===== src/rtl/snoop_responder.sv =====
`default_nettype none
// ============================================================================
// Module   : snoop_responder
// Purpose  : MSI snoop engine for one processor cache. Qualifying bus reads
//            and read-exclusives from other requesters are queued (2 deep),
//            looked up against a local line table, and answered by flushing
//            modified data and/or downgrading/invalidating the line.
// Ports    : clk, rst_n       - clock, synchronous active-low reset
//            bus_wire[10:0]   - snooped word {src, cmd, addr, data}
//            loc_we/addr/state/data - processor-side line table write
//            flush_gnt        - bus grant for a pending flush
//            flush_req        - flush request (held while in FLUSH)
//            flush_bus[10:0]  - flush word, driven only in the grant cycle
//            inval            - pulse when a snoop moves a line to I
//            snoop_busy       - engine active or queue non-empty
//            ovf              - sticky snoop queue overflow
//            conflict         - pulse when a local write loses to a snoop
// Revision : 1.0 - initial release
// ============================================================================
module snoop_responder #(
  parameter logic [1:0] MY_ID = 2'b01,
  parameter int         LINES = 8
) (
  input  logic        clk,
  input  logic        rst_n,
  input  logic [10:0] bus_wire,
  input  logic        loc_we,
  input  logic [2:0]  loc_addr,
  input  logic [1:0]  loc_state,
  input  logic [3:0]  loc_data,
  input  logic        flush_gnt,
  output logic        flush_req,
  output logic [10:0] flush_bus,
  output logic        inval,
  output logic        snoop_busy,
  output logic        ovf,
  output logic        conflict
);

  localparam int         AW       = 3;
  localparam logic [1:0] S_IDLE   = 2'd0;
  localparam logic [1:0] S_LOOKUP = 2'd1;
  localparam logic [1:0] S_FLUSH  = 2'd2;
  localparam logic [1:0] S_UPDATE = 2'd3;

  localparam logic [1:0] CMD_RD    = 2'b01;
  localparam logic [1:0] CMD_RDX   = 2'b10;
  localparam logic [1:0] CMD_FLUSH = 2'b11;

  localparam logic [1:0] ST_I = 2'b00;
  localparam logic [1:0] ST_S = 2'b01;
  localparam logic [1:0] ST_M = 2'b10;

  // Bus word fields; the snooped data nibble carries no meaning for us.
  logic [1:0]    w_src, w_cmd;
  logic [AW-1:0] w_addr;
  logic [3:0]    w_unused_bus_data;
  assign w_src             = bus_wire[10:9];
  assign w_cmd             = bus_wire[8:7];
  assign w_addr            = bus_wire[6:4];
  assign w_unused_bus_data = bus_wire[3:0];

  logic [1:0]          state_q, state_d;
  logic [1:0][4:0]     q_mem_q, q_mem_d;   // entry = {cmd, addr}, [0] is head
  logic [1:0]          q_cnt_q, q_cnt_d;
  logic [1:0]          wk_cmd_q;
  logic [AW-1:0]       wk_addr_q;
  logic [1:0]          snap_q;             // line state captured in LOOKUP
  logic                ovf_q;
  logic [1:0]          tbl_st_q  [LINES];
  logic [3:0]          tbl_dat_q [LINES];

  logic          w_qual, w_pop, w_push_ok, w_drop, w_loc_hit;
  logic [1:0]    w_rd_st, w_new_st, w_loc_st;
  logic [3:0]    w_rd_dat;

  assign w_qual    = ((w_cmd == CMD_RD) || (w_cmd == CMD_RDX)) &&
                     (w_src != 2'b00) && (w_src != MY_ID);
  assign w_pop     = (state_q == S_IDLE) && (q_cnt_q != 2'd0);
  // A full queue still accepts the word when the head leaves this cycle.
  assign w_push_ok = w_qual && ((q_cnt_q != 2'd2) || w_pop);
  assign w_drop    = w_qual && (q_cnt_q == 2'd2) && !w_pop;

  assign w_rd_st   = tbl_st_q[wk_addr_q];
  assign w_rd_dat  = tbl_dat_q[wk_addr_q];
  // UPDATE works from the LOOKUP snapshot, not a fresh table read.
  assign w_new_st  = ((snap_q == ST_M) && (wk_cmd_q == CMD_RD)) ? ST_S : ST_I;
  assign w_loc_hit = (state_q == S_UPDATE) && loc_we && (loc_addr == wk_addr_q);
  assign w_loc_st  = (loc_state == 2'b11) ? ST_I : loc_state;

  // Snoop queue next state: pop shifts the tail forward, push lands behind it.
  always_comb begin
    q_mem_d = q_mem_q;
    q_cnt_d = q_cnt_q;
    if (w_pop) begin
      q_mem_d[0] = q_mem_q[1];
      q_cnt_d    = q_cnt_q - 2'd1;
    end
    if (w_push_ok) begin
      q_mem_d[q_cnt_d[0]] = {w_cmd, w_addr};
      q_cnt_d             = q_cnt_d + 2'd1;
    end
  end

  // FSM state register
  always_ff @(posedge clk) begin
    if (!rst_n) state_q <= S_IDLE;
    else        state_q <= state_d;
  end

  // FSM next state
  always_comb begin
    state_d = state_q;
    case (state_q)
      S_IDLE:   if (q_cnt_q != 2'd0) state_d = S_LOOKUP;
      S_LOOKUP: begin
        if (w_rd_st == ST_M)                              state_d = S_FLUSH;
        else if ((w_rd_st == ST_S) && (wk_cmd_q == CMD_RDX)) state_d = S_UPDATE;
        else                                              state_d = S_IDLE;
      end
      S_FLUSH:  if (flush_gnt) state_d = S_UPDATE;
      S_UPDATE: state_d = S_IDLE;
      default:  state_d = S_IDLE;
    endcase
  end

  // FSM outputs
  always_comb begin
    flush_req  = (state_q == S_FLUSH);
    flush_bus  = '0;
    if ((state_q == S_FLUSH) && flush_gnt)
      flush_bus = {MY_ID, CMD_FLUSH, wk_addr_q, w_rd_dat};
    inval      = (state_q == S_UPDATE) && (w_new_st == ST_I);
    conflict   = w_loc_hit;
    snoop_busy = (state_q != S_IDLE) || (q_cnt_q != 2'd0);
    ovf        = ovf_q;
  end

  // Queue, working registers and line table
  always_ff @(posedge clk) begin
    if (!rst_n) begin
      q_mem_q   <= '0;
      q_cnt_q   <= 2'd0;
      wk_cmd_q  <= 2'd0;
      wk_addr_q <= '0;
      snap_q    <= ST_I;
      ovf_q     <= 1'b0;
      for (int i = 0; i < LINES; i++) begin
        tbl_st_q[i]  <= ST_I;
        tbl_dat_q[i] <= 4'd0;
      end
    end else begin
      q_mem_q <= q_mem_d;
      q_cnt_q <= q_cnt_d;
      if (w_pop) begin
        wk_cmd_q  <= q_mem_q[0][4:3];
        wk_addr_q <= q_mem_q[0][2:0];
      end
      if (state_q == S_LOOKUP) snap_q <= w_rd_st;
      if (w_drop)              ovf_q  <= 1'b1;
      for (int i = 0; i < LINES; i++) begin
        if (loc_we && (loc_addr == AW'(i)) && !w_loc_hit) begin
          tbl_st_q[i]  <= w_loc_st;
          tbl_dat_q[i] <= loc_data;
        end
        if ((state_q == S_UPDATE) && (wk_addr_q == AW'(i)))
          tbl_st_q[i] <= w_new_st;
      end
    end
  end

endmodule
`default_nettype wire


===== config.mk =====
export PLATFORM = sky130hd
export DESIGN_NAME = snoop_responder
export DESIGN_NICKNAME = d
export VERILOG_FILES = /design/src/rtl/snoop_responder.sv
export SDC_FILE = /design/constraint.sdc
export NUM_CORES = 1
export LEC_CHECK = 0
export CORE_MARGIN = 4
export CORE_UTILIZATION = 60
export CTS_CLUSTER_DIAMETER = 30
export CTS_CLUSTER_SIZE = 10
export DETAILED_ROUTE_END_ITERATION = 6
export DONT_BUFFER_PORTS = 1
export PLACE_DENSITY = 0.87
export SYNTH_ARGS = -nofsm -noshare
export SYNTH_HDL_FRONTEND = slang
export SYNTH_SLANG_ARGS = --single-unit

===== constraint.sdc =====
create_clock -name clk -period 2.73 [get_ports clk]
set_input_delay 0.819 -clock clk [delete_from_list [all_inputs] [get_ports clk]]
set_output_delay 0.819 -clock clk [all_outputs]
set_load 0.02 [all_outputs]

# After elaboration in Yosys (flattened, before gate mapping)
# Memories as Yosys holds them, arrays and structs flattened. A register that Yosys moved wholly into a read port is not among the register bits.
# Index checks and enable logic that the tools add are counted.
# Widths: inputs -> output; s select.
# word_totals
register_bits,22
ramBits,48
output_inout_bits,16
elab_cells,211
mem_count,2
# classes
n_addsub,2
magnitude_cmp,2
n_eq_ne,31
n_mux,92
n_bitwise,24
n_reduce_logical,50
# mem_list
name,depth,word_bits,rd,rd_ports_with_merged_regs,wr,line,text
tbl_dat_q,8,4,1,1,8,71,logic [3:0] tbl_dat_q [LINES];
tbl_st_q,8,2,1,1,8,70,logic [1:0] tbl_st_q [LINES];
# op_table
op,n
$mux 1,50
$mux 2,23
$logic_and 1x1->1,37
$mux 4,8
$eq 3x3->1 const B,8
$or 1x1->1,24
$eq 2x2->1 const B,8
$mux 5,3
$eq 3x2->1 const B,4
$mux 3,4
$bwmux 10,1
$mux 10,1
$eq 2x1->1 const B,4
$pmux 2 s4,1
$eq 3x1->1 const B,2
$logic_not 3->1,2
$reduce_bool 2->1,3
$demux 5 s1,1
$logic_not 2->1,2
$ne 2x1->1 const B,2
$ne 2x2->1 const B,2
$eq 3x3->1,1
$logic_or 1x1->1,3
$add 2x1->2 const B,1
5 further kinds,6

# Longest topological paths before layout
# logic_depth
word_depth,10
ltp_mapped,9
depth_no_buf,8

# Worst setup path before layout
# Ideal clock, no wire load.
# synth_timing
path_type,in2out
from,in loc_addr[1]
to,out conflict
arrival_ps,1801
path_slack_ps,110
stages,4
path_cell_list,buf_2 -> xnor2_1 -> nand2_1 -> nor3_1
# synth_via
elab_chain_cells,2
# synth_lines
item,line,text
from (decl),28,"input logic [2:0] loc_addr,"
$eq 3x3->1,88,assign w_loc_hit = (state_q == S_UPDATE) && loc_we && (loc_addr == wk_addr_q);
$logic_and 1x1->1,88,
to (decl),37,output logic conflict
# No other way between the ends.

==> reports/results.ini <==
[synthesis]
yosys_register_bits=73
synthesis.nets=343
synth_area_per_cell_um2=11.5
syn_area_mm2=0.00363
seq_area_frac_synth_pct=53.4
synth-simple-area-share_pct=17.8
synthFlopType=edfxtp_1
synth_xor_area_share_pct=1.20
synth.area.mux_share_pct=12.6
postSynthCellCount=316
synth_edf_count=48
synth_top_family_by_area=simple AND/OR/NAND/NOR gates
synth_compound_area_share_pct=9.78
async_flop_share_pct=0
synthAdderAreaFrac_pct=1.03
ys_types=50
yosys_warnings=0

[floorplan]
start_util_pct=61.8
die_x_um=85.8
die_h_um=85.8
core-area_mm2=0.00589
dieArea_mm2=0.00737
io_pins=40
num_rows=28

[timing]
fin_crit_ps=2610
setup_tns_ps=0
period_share_pct=95.6
drv_slew=0
worst_slew_pin_slew_ps=1080
skew_ps=9.78
max_slew_margin_pct=27.4
hold_viol_final=0
layout_setup_ws_ps=120
rsz0062_at_grt=false
timing.fmax_ghz=0.383
setup_viol=0

[worst_setup_path]
cp_max_fo=12
required_ps=1910
worstSetupPathType=reg2out
crit_arrival_ps=1790
endpoint_kind=primary output
start_kind=flop

[clock_tree]
cts_tree=done
insertion_delay_ps=360
clock_path_buffers=2
postCtsSetupBuffers=0
clk_pin_slew_worst_paths_ps=70
cts_hold_buf=0
cts.sinks=73
numCtsBuffers=9
htree_levels=3
cts_root_buf=clkbuf_8

[layout]
nets=346
drive_gt1_share_pct=12.0
fill_cells=432
num_antenna_cells=0
final_common_cell=edfxtp_1
fin_cells=399
area_growth_pct=7.30
final_cell_mix=edfxtp_1 (48), nor2_1 (26), dfxtp_1 (24), nand2_1 (20), and2_1 (18)

[grt]
grt_usage_pct=22.4
grt_pass1_vias=2583
overflow=0
antenna_found_initial=0
grt_pass1_wl_um=12600
grt_max_degree=33

[detailed_routing]
drc=0
drt_iter0_drc=272
ant_nets=0
dr.pass1.iters=4
avgViaCountPerCell=6.30
wire_per_inst_um=18.9
routed-via-count=2513
drt-total-wl_um=7550

[placed_design]
place_inst=383
port-buffer-count=0
gp_congestion=0.977
pre_cts_ws_ps=297
hpwlAfterDp_um=5530

[pwr]
cellPowerDensity_mw_per_mm2=726
ir_worst_vdd_v=0.000648
leakage_nw=1.44

[worst_hold_path]
hold_class=reg2reg

[status]
outcome=finished, final reports clean

[run]
cap_violations=0

## cell usage after synthesis (2+ instances only)
| library cell | count | area [um^2] |
|---|---|---|
| or2_2 | 2 | 12.5 |
| nor2_1 | 26 | 97.6 |
| o21ai_0 | 13 | 65.1 |
| xor2_1 | 2 | 17.5 |
| o211ai_1 | 3 | 22.5 |
| nor2b_1 | 9 | 56.3 |
| mux2i_1 | 17 | 170 |
| a211oi_1 | 2 | 15.0 |
| or3_1 | 5 | 31.3 |
| nor3_1 | 3 | 15.0 |
| nand2_1 | 20 | 75.1 |
| dfxtp_1 | 25 | 500 |
| nand2b_1 | 9 | 56.3 |
| a21oi_1 | 7 | 35.0 |
| edfxtp_1 | 48 | 1440 |
| o32ai_1 | 2 | 17.5 |
| buf_1 | 2 | 7.51 |
| clkbuf_1 | 7 | 26.3 |
| buf_4 | 3 | 22.5 |
| mux4_2 | 10 | 225 |
| o221ai_1 | 4 | 35.0 |
| a31oi_1 | 2 | 12.5 |
| buf_2 | 9 | 45.0 |
| a2111oi_0 | 3 | 26.3 |
| o22ai_1 | 4 | 25.0 |
| and2_1 | 18 | 113 |
| xnor2_1 | 3 | 26.3 |
| and3_1 | 17 | 106 |
| o311a_1 | 3 | 30.0 |
| ha_1 | 3 | 37.5 |
| mux4_1 | 2 | 52.6 |
| inv_1 | 9 | 33.8 |
| nand3_1 | 6 | 30.0 |
| nand3b_1 | 2 | 15.0 |
## final timing paths
kind | startpoint | endpoint | slack (ps) | cells past startpoint
setup / recovery | flop | flush_bus[0] | 120 | 5
hold / removal | q_mem_q[3] | wk_cmd_q[0] | 460 | 2
setup reg to reg | wk_addr_q[1] | tbl_dat_q[3][3] | 510 | 4
hold reg to reg | q_mem_q[3] | wk_cmd_q[0] | 460 | 2
## worst max-delay path, stage by stage (launching register included)
cell     delay, ps
dfxtp_1        330
buf_6          200
mux4_2         530
mux2i_1        150
nor2_1          70
buf_4          170
## per-layer routing
layer  wire (um)  up-vias  share of wire [%]  GRT usage, %
li1            -     1176                  -             -
met1        3040     1221                 40          28.0
met2        3850       98                 51          36.9
met3         535       18                7.1          5.28
met4         126        0                1.7          10.8
met5           0        -                  0             0
## state kept, by name, summed over array words and instances, names as in the netlist, named ones only
signal	flops
q_mem_q	10
state_q	1
snap_q	2
q_cnt_q	2
ovf	1
tbl_dat_q	32
tbl_st_q	16
wk_cmd_q	2
wk_addr_q	3
## logic make-up after synthesis
group / after synthesis
AOI/OAI and AO/OA: 52
xor gates and xnor gates: 5
adders and majority gates: 3
buffers and inverters: 31
DFF: 73
muxes: 30
other: 1
and+or+nand+nor: 121
## area by class of cell
| cell class | instances | area, um^2 | area share [%] |
|---|---|---|---|
| Clock inverter | 1 | 5.00 | 0.128 |
| Timing Repair Buffer | 14 | 121 | 3.11 |
| Multi-Input combinational cell | 212 | 1550 | 39.7 |
| Sequential cell | 73 | 1940 | 49.8 |
| Inverter | 9 | 33.8 | 0.866 |
| Tap cell | 75 | 93.8 | 2.41 |
| Clock buffer | 15 | 156 | 4.01 |
## stage by stage
step	instance area (um^2)	power [mW]	util [%]	hold WS (ps)
after floorplan	3630	1.97	-	429
after global placement	3730	2.08	63.4	444
after detailed placement	3730	2.12	63.4	452
after CTS	3890	2.82	66.2	462
after global routing	3900	2.98	66.3	479
final	3900	2.83	66.3	457
## where the power goes
| group | leakage [nW] | internal (mW) | switching (mW) |
|---|---|---|---|
| Sequential | 0.701 | 1.30 | 0.103 |
| Clock | 0.0817 | 0.356 | 0.376 |
| Combinational | 0.654 | 0.303 | 0.394 |
| Total | 1.44 | 1.96 | 0.874 |
## repair_timing
action	in CTS	in global routing
gates resized for setup	0	2
endpoints found under the hold margin	0	0
endpoints found under the setup margin	0	3
(Power assumes the default switching activity.)
